### src/rtl/bus_pkg.sv
// Shared types and constants for the byte-bus responder.
// Build option: BUS_GPIO_EN enables the GPIO window at address[8]=1.
package bus_pkg;

  typedef enum logic [1:0] {
    IDLE    = 2'd0,
    WAIT    = 2'd1,
    GRANT   = 2'd2,
    RELEASE = 2'd3
  } resp_state_t;

  localparam logic [8:0] GPIO_OUT_ADDR = 9'h100;
  localparam logic [8:0] GPIO_IN_ADDR  = 9'h101;

  localparam logic BUS_RD = 1'b0;
  localparam logic BUS_WR = 1'b1;

endpackage

### src/rtl/byte_ram.sv
// Byte RAM: one synchronous write port, one synchronous read port with a
// registered, resettable read output that holds until the next read.
module byte_ram #(
  parameter int ADDR_W = 8,
  parameter int DATA_W = 8
) (
  input  logic              i_clk,
  input  logic              i_rst_n,
  input  logic              i_we,
  input  logic [ADDR_W-1:0] i_waddr,
  input  logic [DATA_W-1:0] i_wdata,
  input  logic              i_re,
  input  logic [ADDR_W-1:0] i_raddr,
  output logic [DATA_W-1:0] o_rdata
);

  logic [DATA_W-1:0] r_mem [2**ADDR_W];
  logic [DATA_W-1:0] r_rdata;

  always_ff @(posedge i_clk) begin
    if (i_we) r_mem[i_waddr] <= i_wdata;
  end

  always_ff @(posedge i_clk or negedge i_rst_n) begin
    if (!i_rst_n)  r_rdata <= '0;
    else if (i_re) r_rdata <= r_mem[i_raddr];
  end

  assign o_rdata = r_rdata;

endmodule

### src/rtl/bus_mem_responder.sv
// Responder for the grant_request/grant_given byte bus: RAM plus optional GPIO window.
// Build option: define BUS_GPIO_EN to decode address[8]=1 as the GPIO window.
module bus_mem_responder
  import bus_pkg::*;
#(
  parameter int ADDR_W      = 8,
  parameter int DATA_W      = 8,
  parameter int WAIT_CYCLES = 1
) (
  input  logic              clk,
  input  logic              reset,
  input  logic              grant_request,
  input  logic              rw,
  input  logic [ADDR_W:0]   address,
  input  logic [DATA_W-1:0] data_in,
  output logic              grant_given,
  output logic [DATA_W-1:0] data_out,
  input  logic              load_en,
  input  logic [ADDR_W-1:0] load_addr,
  input  logic [DATA_W-1:0] load_data,
  input  logic [DATA_W-1:0] gpio_in,
  output logic [DATA_W-1:0] gpio_out
);

  resp_state_t       r_state;
  logic [3:0]        r_cnt;
  logic              r_rw;
  logic [ADDR_W:0]   r_addr;
  logic [DATA_W-1:0] r_wdata;

  logic              w_idle;
  logic              w_load;
  logic              w_start;
  logic              w_to_grant;
  logic              w_acc_rw;
  logic [ADDR_W:0]   w_acc_addr;
  logic [DATA_W-1:0] w_acc_wdata;
  logic              w_gpio_sel;
  logic              w_ram_we;
  logic              w_ram_re;
  logic [ADDR_W-1:0] w_ram_waddr;
  logic [DATA_W-1:0] w_ram_wdata;
  logic [DATA_W-1:0] w_ram_rdata;

  assign w_idle  = (r_state == IDLE);
  assign w_load  = w_idle && load_en;
  assign w_start = w_idle && !load_en && grant_request;

  // With no wait cycles the access happens on the capture edge, so use the live inputs then.
  assign w_acc_rw    = w_idle ? rw      : r_rw;
  assign w_acc_addr  = w_idle ? address : r_addr;
  assign w_acc_wdata = w_idle ? data_in : r_wdata;
  assign w_to_grant  = (w_start && (WAIT_CYCLES == 0)) || ((r_state == WAIT) && (r_cnt == 4'd0));

  always_ff @(posedge clk or negedge reset) begin
    if (!reset) begin
      r_state <= IDLE;
      r_cnt   <= 4'd0;
      r_rw    <= BUS_RD;
      r_addr  <= '0;
      r_wdata <= '0;
    end else begin
      case (r_state)
        IDLE: begin
          if (w_start) begin
            r_rw    <= rw;
            r_addr  <= address;
            r_wdata <= data_in;
            if (WAIT_CYCLES == 0) begin
              r_state <= GRANT;
              r_cnt   <= 4'd0;
            end else begin
              r_state <= WAIT;
              r_cnt   <= 4'(WAIT_CYCLES - 1);
            end
          end
        end
        WAIT: begin
          if (r_cnt == 4'd0) r_state <= GRANT;
          else               r_cnt   <= r_cnt - 4'd1;
        end
        GRANT:   r_state <= RELEASE;
        RELEASE: if (!grant_request) r_state <= IDLE;
        default: r_state <= IDLE;
      endcase
    end
  end

  assign grant_given = (r_state == GRANT);

  assign w_ram_we    = w_load || (w_to_grant && (w_acc_rw == BUS_WR) && !w_gpio_sel);
  assign w_ram_re    = w_to_grant && (w_acc_rw == BUS_RD) && !w_gpio_sel;
  assign w_ram_waddr = w_load ? load_addr : w_acc_addr[ADDR_W-1:0];
  assign w_ram_wdata = w_load ? load_data : w_acc_wdata;

  byte_ram #(
    .ADDR_W (ADDR_W),
    .DATA_W (DATA_W)
  ) u_ram (
    .i_clk   (clk),
    .i_rst_n (reset),
    .i_we    (w_ram_we),
    .i_waddr (w_ram_waddr),
    .i_wdata (w_ram_wdata),
    .i_re    (w_ram_re),
    .i_raddr (w_acc_addr[ADDR_W-1:0]),
    .o_rdata (w_ram_rdata)
  );

`ifdef BUS_GPIO_EN
  logic              r_gpio_out;
  logic [DATA_W-1:0] r_gpio_q;
  logic              r_rd_gpio;
  logic [DATA_W-1:0] r_gpio_rd;
  logic              w_off_out;
  logic              w_off_in;

  assign w_gpio_sel = w_acc_addr[ADDR_W];
  assign w_off_out  = (w_acc_addr[ADDR_W-1:0] == ADDR_W'(GPIO_OUT_ADDR[7:0]));
  assign w_off_in   = (w_acc_addr[ADDR_W-1:0] == ADDR_W'(GPIO_IN_ADDR[7:0]));

  // data_out is sourced from whichever side served the most recent read.
  always_ff @(posedge clk or negedge reset) begin
    if (!reset) begin
      r_gpio_q  <= '0;
      r_rd_gpio <= 1'b0;
      r_gpio_rd <= '0;
    end else if (w_to_grant && w_gpio_sel) begin
      if (w_acc_rw == BUS_WR) begin
        if (w_off_out) r_gpio_q <= w_acc_wdata;
      end else begin
        r_rd_gpio <= 1'b1;
        r_gpio_rd <= w_off_out ? r_gpio_q : (w_off_in ? gpio_in : '0);
      end
    end else if (w_ram_re) begin
      r_rd_gpio <= 1'b0;
    end
  end

  assign r_gpio_out = 1'b0;
  assign gpio_out   = r_gpio_q;
  assign data_out   = r_rd_gpio ? r_gpio_rd : w_ram_rdata;
`else
  logic w_unused;

  assign w_gpio_sel = 1'b0;
  assign w_unused   = ^{gpio_in, w_acc_addr[ADDR_W]};
  assign gpio_out   = '0;
  assign data_out   = w_ram_rdata;
`endif

  a_load_only_idle: assert property (@(posedge clk) disable iff (!reset)
    load_en |-> (r_state == IDLE));

endmodule

### config.mk
export PLATFORM = sky130hd
export DESIGN_NAME = bus_mem_responder
export DESIGN_NICKNAME = d
export VERILOG_FILES = /design/src/rtl/bus_pkg.sv /design/src/rtl/byte_ram.sv /design/src/rtl/bus_mem_responder.sv
export SDC_FILE = /design/constraint.sdc
export NUM_CORES = 2
export LEC_CHECK = 0
export ABC_AREA = 1
export BUFFER_PORTS_ARGS = -buffer_cell sky130_fd_sc_hd__buf_2
export CORE_UTILIZATION = 49
export CTS_BUF_LIST = sky130_fd_sc_hd__clkbuf_16
export CTS_CLUSTER_SIZE = 25
export DETAILED_ROUTE_END_ITERATION = 8
export PLACE_DENSITY_LB_ADDON = 0.25
export SYNTH_ARGS = -nofsm -noshare
export SYNTH_HDL_FRONTEND = slang
export SYNTH_SLANG_ARGS = --single-unit
### constraint.sdc
create_clock -name clk -period 13.53 [get_ports clk]
set_clock_uncertainty 0.2 [all_clocks]
set_input_delay 1.353 -clock clk [delete_from_list [all_inputs] [get_ports clk]]
set_output_delay 1.353 -clock clk [all_outputs]
set_load 0.02 [all_outputs]
Yosys cells after proc, flatten, opt, wreduce, memory -nomap -nowiden. Memory sizes are Yosys's and may differ from the RTL's. A register that Yosys moved wholly into a read port is not among the register bits. Index checks and enable logic that the tools add are counted.

Reduce and logical (&&, ||, !) cells: 15. Bitwise gates (word level): 1. Mux-type cells: 14. Equality and inequality tests: 7. Add/subtract/negate cells: 1.

Operator list (number): $mux 8 (4); $mux 4 (2); $pmux 2 s4 (1); $pmux 4 s2 (1); $logic_and 1x1->1 (6); $mux 2 (3); $reduce_and 3->1 (2); $eq 2x2->1 const B (2); $logic_not 4->1 (1); $ne 2x1->1 const B (2); $ne 2x2->1 const B (2); $sub 4x1->4 const B (1); $mux 1 (3); $eq 2x1->1 const B (1); $logic_not 1->1 (2); $logic_not 2->1 (1); $reduce_and 2->1 (1); $reduce_bool 2->1 (1); $logic_or 1x1->1 (1); $not 1->1 (1).

Word-level logic and storage cells: 44. RAM bits: 2048. Output and inout port bits: 17. Memories: 1. Register bits: 23.

Memories: u_ram.r_mem (depth 256, bits a word 8, rd ports 1, clocked after Yosys merged registers in 1, write ports 1, line byte_ram.sv:17) `logic [DATA_W-1:0] r_mem [2**ADDR_W];`.

Longest topological paths before layout.
Word-level depth: 6. Depth in mapped cells: 18. Gate-level depth less buffers: 15.

Hierarchy. A second synthesis with hierarchy kept.

Cell total of the unflattened synthesis: 7216. Area total of the unflattened synthesis: 85092.9 um^2.

Modules (own cells, without submodules): byte_ram (area each 83525.1 um^2, times used 1, cells an instance 7004, seq. area each 61699.2 um^2); bus_mem_responder (area each 1567.8 um^2, times used 1, cells an instance 212, seq. area each 575.6 um^2).

Worst setup path before layout. No wires, ideal clock.

Path type: input to register. Start: input port load_en. End: memory u_ram.r_mem[0][0], data pin. Stages: 3. Data required time: 11.797 ns. Slack: 3.514 ns. Data arrival time: 8.282 ns. Buffers on the path: 0. Library setup time: 1.533 ns. Path through: nor2_1 -> inv_1 -> o211ai_1.

Word-level cells in the longest chain between the ends: 2.

Ends and longest elaborated chain: from (decl) (line bus_mem_responder.sv:18) `input logic load_en,`; $logic_and 1x1->1 (line bus_mem_responder.sv:46) `assign w_load = w_idle && load_en;`; $mux 8 (line bus_mem_responder.sv:94) `assign w_ram_wdata = w_load ? load_data : w_acc_wdata;`; net u_ram.i_wdata[0] (line byte_ram.sv:11) `input logic [DATA_W-1:0] i_wdata,`; to (decl) (line byte_ram.sv:17).

The timed path passes the listed nets, and every way through them passes these cells.

Worst setup path after layout.
Start: register r_state[0]. End: memory u_ram.r_mem[21][2], enable pin.

Word-level cells in the longest chain between the ends: 6. Elaborated cells between the ends (all ways): 11.

Ends and longest elaborated chain: from (decl) (line bus_mem_responder.sv:25) `resp_state_t r_state;`; from (signal assigned) (line bus_mem_responder.sv:57) `r_state <= IDLE;`; from (signal assigned) (line bus_mem_responder.sv:70) `r_state <= GRANT;`; from (signal assigned) (line bus_mem_responder.sv:73) `r_state <= WAIT;`; $eq 2x1->1 / $logic_not 2->1 (equally long branches) (line bus_mem_responder.sv:53, bus_mem_responder.sv:45); $logic_and 1x1->1 / $mux 1 (equally long branches) (line bus_mem_responder.sv:53, bus_mem_responder.sv:50); $logic_and 1x1->1 (line bus_mem_responder.sv:91) `assign w_ram_we = w_load || (w_to_grant && (w_acc_rw == BUS_WR) && !w_gpio_sel);`; $logic_or 1x1->1 (line bus_mem_responder.sv:91); $mux 1 (line byte_ram.sv:21) `if (i_we) r_mem[i_waddr] <= i_wdata;`; $mux 1 (not written as such) (line byte_ram.sv:21).

Parallel ways exist; a longest one is shown, timed or not.

==> results.yml <==
synth:
  netlist.top_cell.by_area: "edfxtp_1"
  ys_seq_area_frac: 0.7333
  syn_area_per_cell_sq_um: 11.79
  synth.top_cells.by_area: "edfxtp_1 72%, nand3_1 12%, nand2_1 9.2%"
  synth_most_common_cell: "nand3_1"
  synth-async-reset-ratio: 0.01491
  ys_ff_latch: 2079
  syn_area_sq_um: 84920
  synth_common_cells: "2,117 x nand3_1, 2,083 x nand2_1, 2,048 x edfxtp_1, 296 x buf_2, 287 x nor2_1"
  synth_edf_count: 2048
  synth-main-ff-cell: "edfxtp_1"
  yosysWarnings: 0
  ys_types: 28
  syn_inst: 7204
  yosysTopAreaCellShare: 0.7242
place:
  hpwl_mm: 117.8
  io_buffer_count: 45
  globalplace.congestion: 0.8612
  dp.cells: 9147
  place_area_sq_um: 86580
drt:
  drc_errors: 0
  via_per_inst: 5.821
  wl_mm: 223.6
  antenna_left: 0
  drt_pass1_iterations: 6
  wl_per_cell_um: 23.47
  vias: 55450
  drtIter0Drc: 7289
worst_setup_path:
  cp-end-kind: "register"
  path_max_fanout: 33
  cp_slowest_stage_delay_ns: 0.86
  crit_chain: "inv_1 -> ha_1 -> buf_4 -> nand2_1 -> o21ai_4 -> buf_4 -> inv_2 -> buf_4 -> o21ai_2 -> inv_1 -> nor2_1 -> nand2_1 -> nor2_1"
  worst_ep_required_time_ns: 13.80
  crit_top_cell: "buf_4"
  ff2ff_path_depth: 13
  timing.rr.start: "r_state[0]$_DFFE_PN0P_"
  crit_type: "reg2reg"
  arrival_ns: 5.89
  slowest_stage: "nor2_1"
  r2r_end: "u_ram.r_mem[21][2]$_DFFE_PP_"
  cp-start-kind: "register"
  r2r_slack_ns: 7.91
  crit_start: "r_state[0]$_DFFE_PN0P_"
grt:
  grt_max_degree: 210
  grt_pass1_vias: 51640
  grt_pass1_wl_mm: 330.4
  antenna_found_initial: 7
  grt_remaining_overflow: 0
  grt_use_total: 0.2525
cts:
  cts_sinks: 2079
  htree_levels: 4
  cts_setup_buffers: 0
  insertion_delay_ns: 0.85
  cts_made_buffers: 204
  path_clk_slew_ns: 0.06
  tritoncts: "done"
  cts_resized: 0
  ctsLongestPathBuffers: 3
  hold_buffers: 0
  root_buffer: "clkbuf_16"
pwr:
  internal_power_mw: 13.64
  p_seq_frac: 0.355
  switching_share: 0.4280
  powerDensity_nw_per_um2: 256.9
  power.leakage_nw: 32.11
  power_frac_comb: 0.422
  power_switching_mw: 10.21
  clkPwrFrac: 0.223
  max-vdd-ir-drop_mv: 0.5254
timing:
  rsz0062_at_grt: "no"
  hold_ws_ns: 0.2890
  fmax_mhz: 177.9
  period_share: 0.4155
  timing.setup.tns_ns: 0
  slew_headroom: 0.1523
  setup_viol: 0
  fin_crit_ns: 5.622
  worst_pin_slew_ns: 1.271
  hold_viol: 0
  slew_violations: 0
finish:
  syn_to_final_growth_pct: 9.308
  fillCellCount: 14220
  final_area_sq_um: 92830
  fin_nets: 7095
  fin_cells: 9525
  drive_gt1_frac: 0.05934
floorplanning:
  die_x_um: 418.3
  core-area_sq_um: 171900
  die_y_um: 418.3
  row_count: 152
  initial_core_util: 0.4940
  io-pin-count: 63
  die_area_sq_um: 175000
min_path:
  min_to: "r_wdata[6]$_DFFE_PN0P_"
  holdCritStartpoint: "r_wdata[6]$_DFFE_PN0P_"
  hold_path_class: "reg2reg"
  hold_depth: 2
status:
  status: "completed"
job:
  maxCapViolations: 0
-- cell families after synthesis --
| kind of cell | after synthesis | share of synthesized area |
|---|---|---|
| multiplexers | 1 | 0.0001326 |
| AO/OA/AOI/OAI | 48 | 0.003374 |
| flip-flops | 2079 | 0.7333 |
| adder cells (fa/ha/maj) | 6 | 0.0008840 |
| XOR/XNOR | 1 | 0.0001032 |
| other | 1 | 0.00004416 |
| buffers and inverters | 568 | 0.03159 |
| AND/OR/NAND/NOR | 4500 | 0.2306 |
-- layout make-up --
| class | count | area (sq um) | share of cell area |
|---|---|---|---|
| tap | 2310 | 2890 | 0.03114 |
| inverter | 70 | 280.3 | 0.003019 |
| sequential | 2079 | 62270 | 0.6709 |
| multi-input combinational | 4564 | 20080 | 0.2163 |
| clock buffer | 208 | 5205 | 0.05607 |
| timing repair buffer | 124 | 1056 | 0.01138 |
| antenna | 2 | 5.005 | 0.00005391 |
| clock inverter | 168 | 1039 | 0.01119 |
-- metrics by stage --
step | worst slack, ns | util | power, mW
5_1_grt | 7.715 | 0.5399 | 24.91
4_1_cts | 8.083 | 0.5399 | 23.79
3_3_place_gp | 7.641 | 0.5036 | 18.38
2_1_floorplan | 3.514 | - | 15.55
3_5_place_dp | 7.584 | 0.5036 | 18.54
6_report | 7.908 | 0.5399 | 23.85
-- critical path, delay by kind of cell (launching register included) --
family                   cells  cell delay, ns
AND/OR/NAND/NOR              4            2.55
flip-flops                   1            0.40
adder cells (fa/ha/maj)      1            0.19
buffers and inverters        6            1.53
AO/OA/AOI/OAI                2            0.29
-- cell usage in the layout (no fill, tap or decap) --
master     netlist  routed
nand3_1       2117    2117
nand2_1       2083    2081
edfxtp_1      2048    2048
nor2_1         287     287
clkbuf_16        0     208
inv_1           58     102
clkinv_1         0      64
buf_4           38      60
buf_2          296      45
clkinv_2         0      36
dfrtp_1         31      31
buf_12           0      19
o21ai_0         18      18
inv_2           12      10
o211ai_1         8       8
o21ai_1         12       8
conb_1           1       8
bufinv_16        0       8
ha_1             6       6
clkinv_8         0       6
inv_6            0       6
or2_2            5       5
nand2_2          4       4
a21oi_1          4       4
o21ai_2          4       4
o21ai_4          0       4
nand2_8          0       3
diode_2          0       2
inv_8            0       2
nand2_4          2       1
inv_4            0       1
nor2_2           1       1
a211oi_2         1       1
o32ai_1          1       1
nor3_1           1       1
mux2_2           1       1
xor2_1           1       1
clkinv_4         0       1
inv_16           0       1
clkinv_16        0       1
-- metal layers --
layer	vias to the layer above	GRT usage	part of all wire
li1	25280	-	-
met1	27140	0.3566	0.40
met2	2569	0.3935	0.47
met3	448	0.04589	0.093
met4	6	0.09064	0.034
met5	-	0	0.00018
-- how the worst max path moves through the flow --
stage	to	slack [ns]	cells after the start
after global placement	u_ram.o_rdata[5]$_DFFE_PN0P_	7.64	15
final	u_ram.r_mem[21][2]$_DFFE_PP_	7.91	13
after floorplan	u_ram.r_mem[0][0]$_DFFE_PP_	3.51	3
after CTS	u_ram.o_rdata[5]$_DFFE_PN0P_	8.08	17
after global routing	u_ram.o_rdata[5]$_DFFE_PN0P_	7.71	17
after detailed placement	u_ram.o_rdata[5]$_DFFE_PN0P_	7.58	15
-- state kept, by name, summed over array words and instances, names as in the netlist --
name / count
u_ram.r_mem: 2048
r_addr: 8
r_wdata: 8
u_ram.o_rdata: 8
r_cnt: 4
r_state: 2
r_rw: 1
-- power groups by stage --
stage               Clock [mW]  Combinational (mW)  Sequential (mW)
floorplan                    0                6.34             9.21
global placement             0                9.79             8.58
detailed placement           0                9.95             8.59
CTS                       5.36                9.97             8.45
global route              5.61                10.8             8.46
finish                    5.32                10.1             8.46
Note: power is estimated with default switching activity, not from simulation.
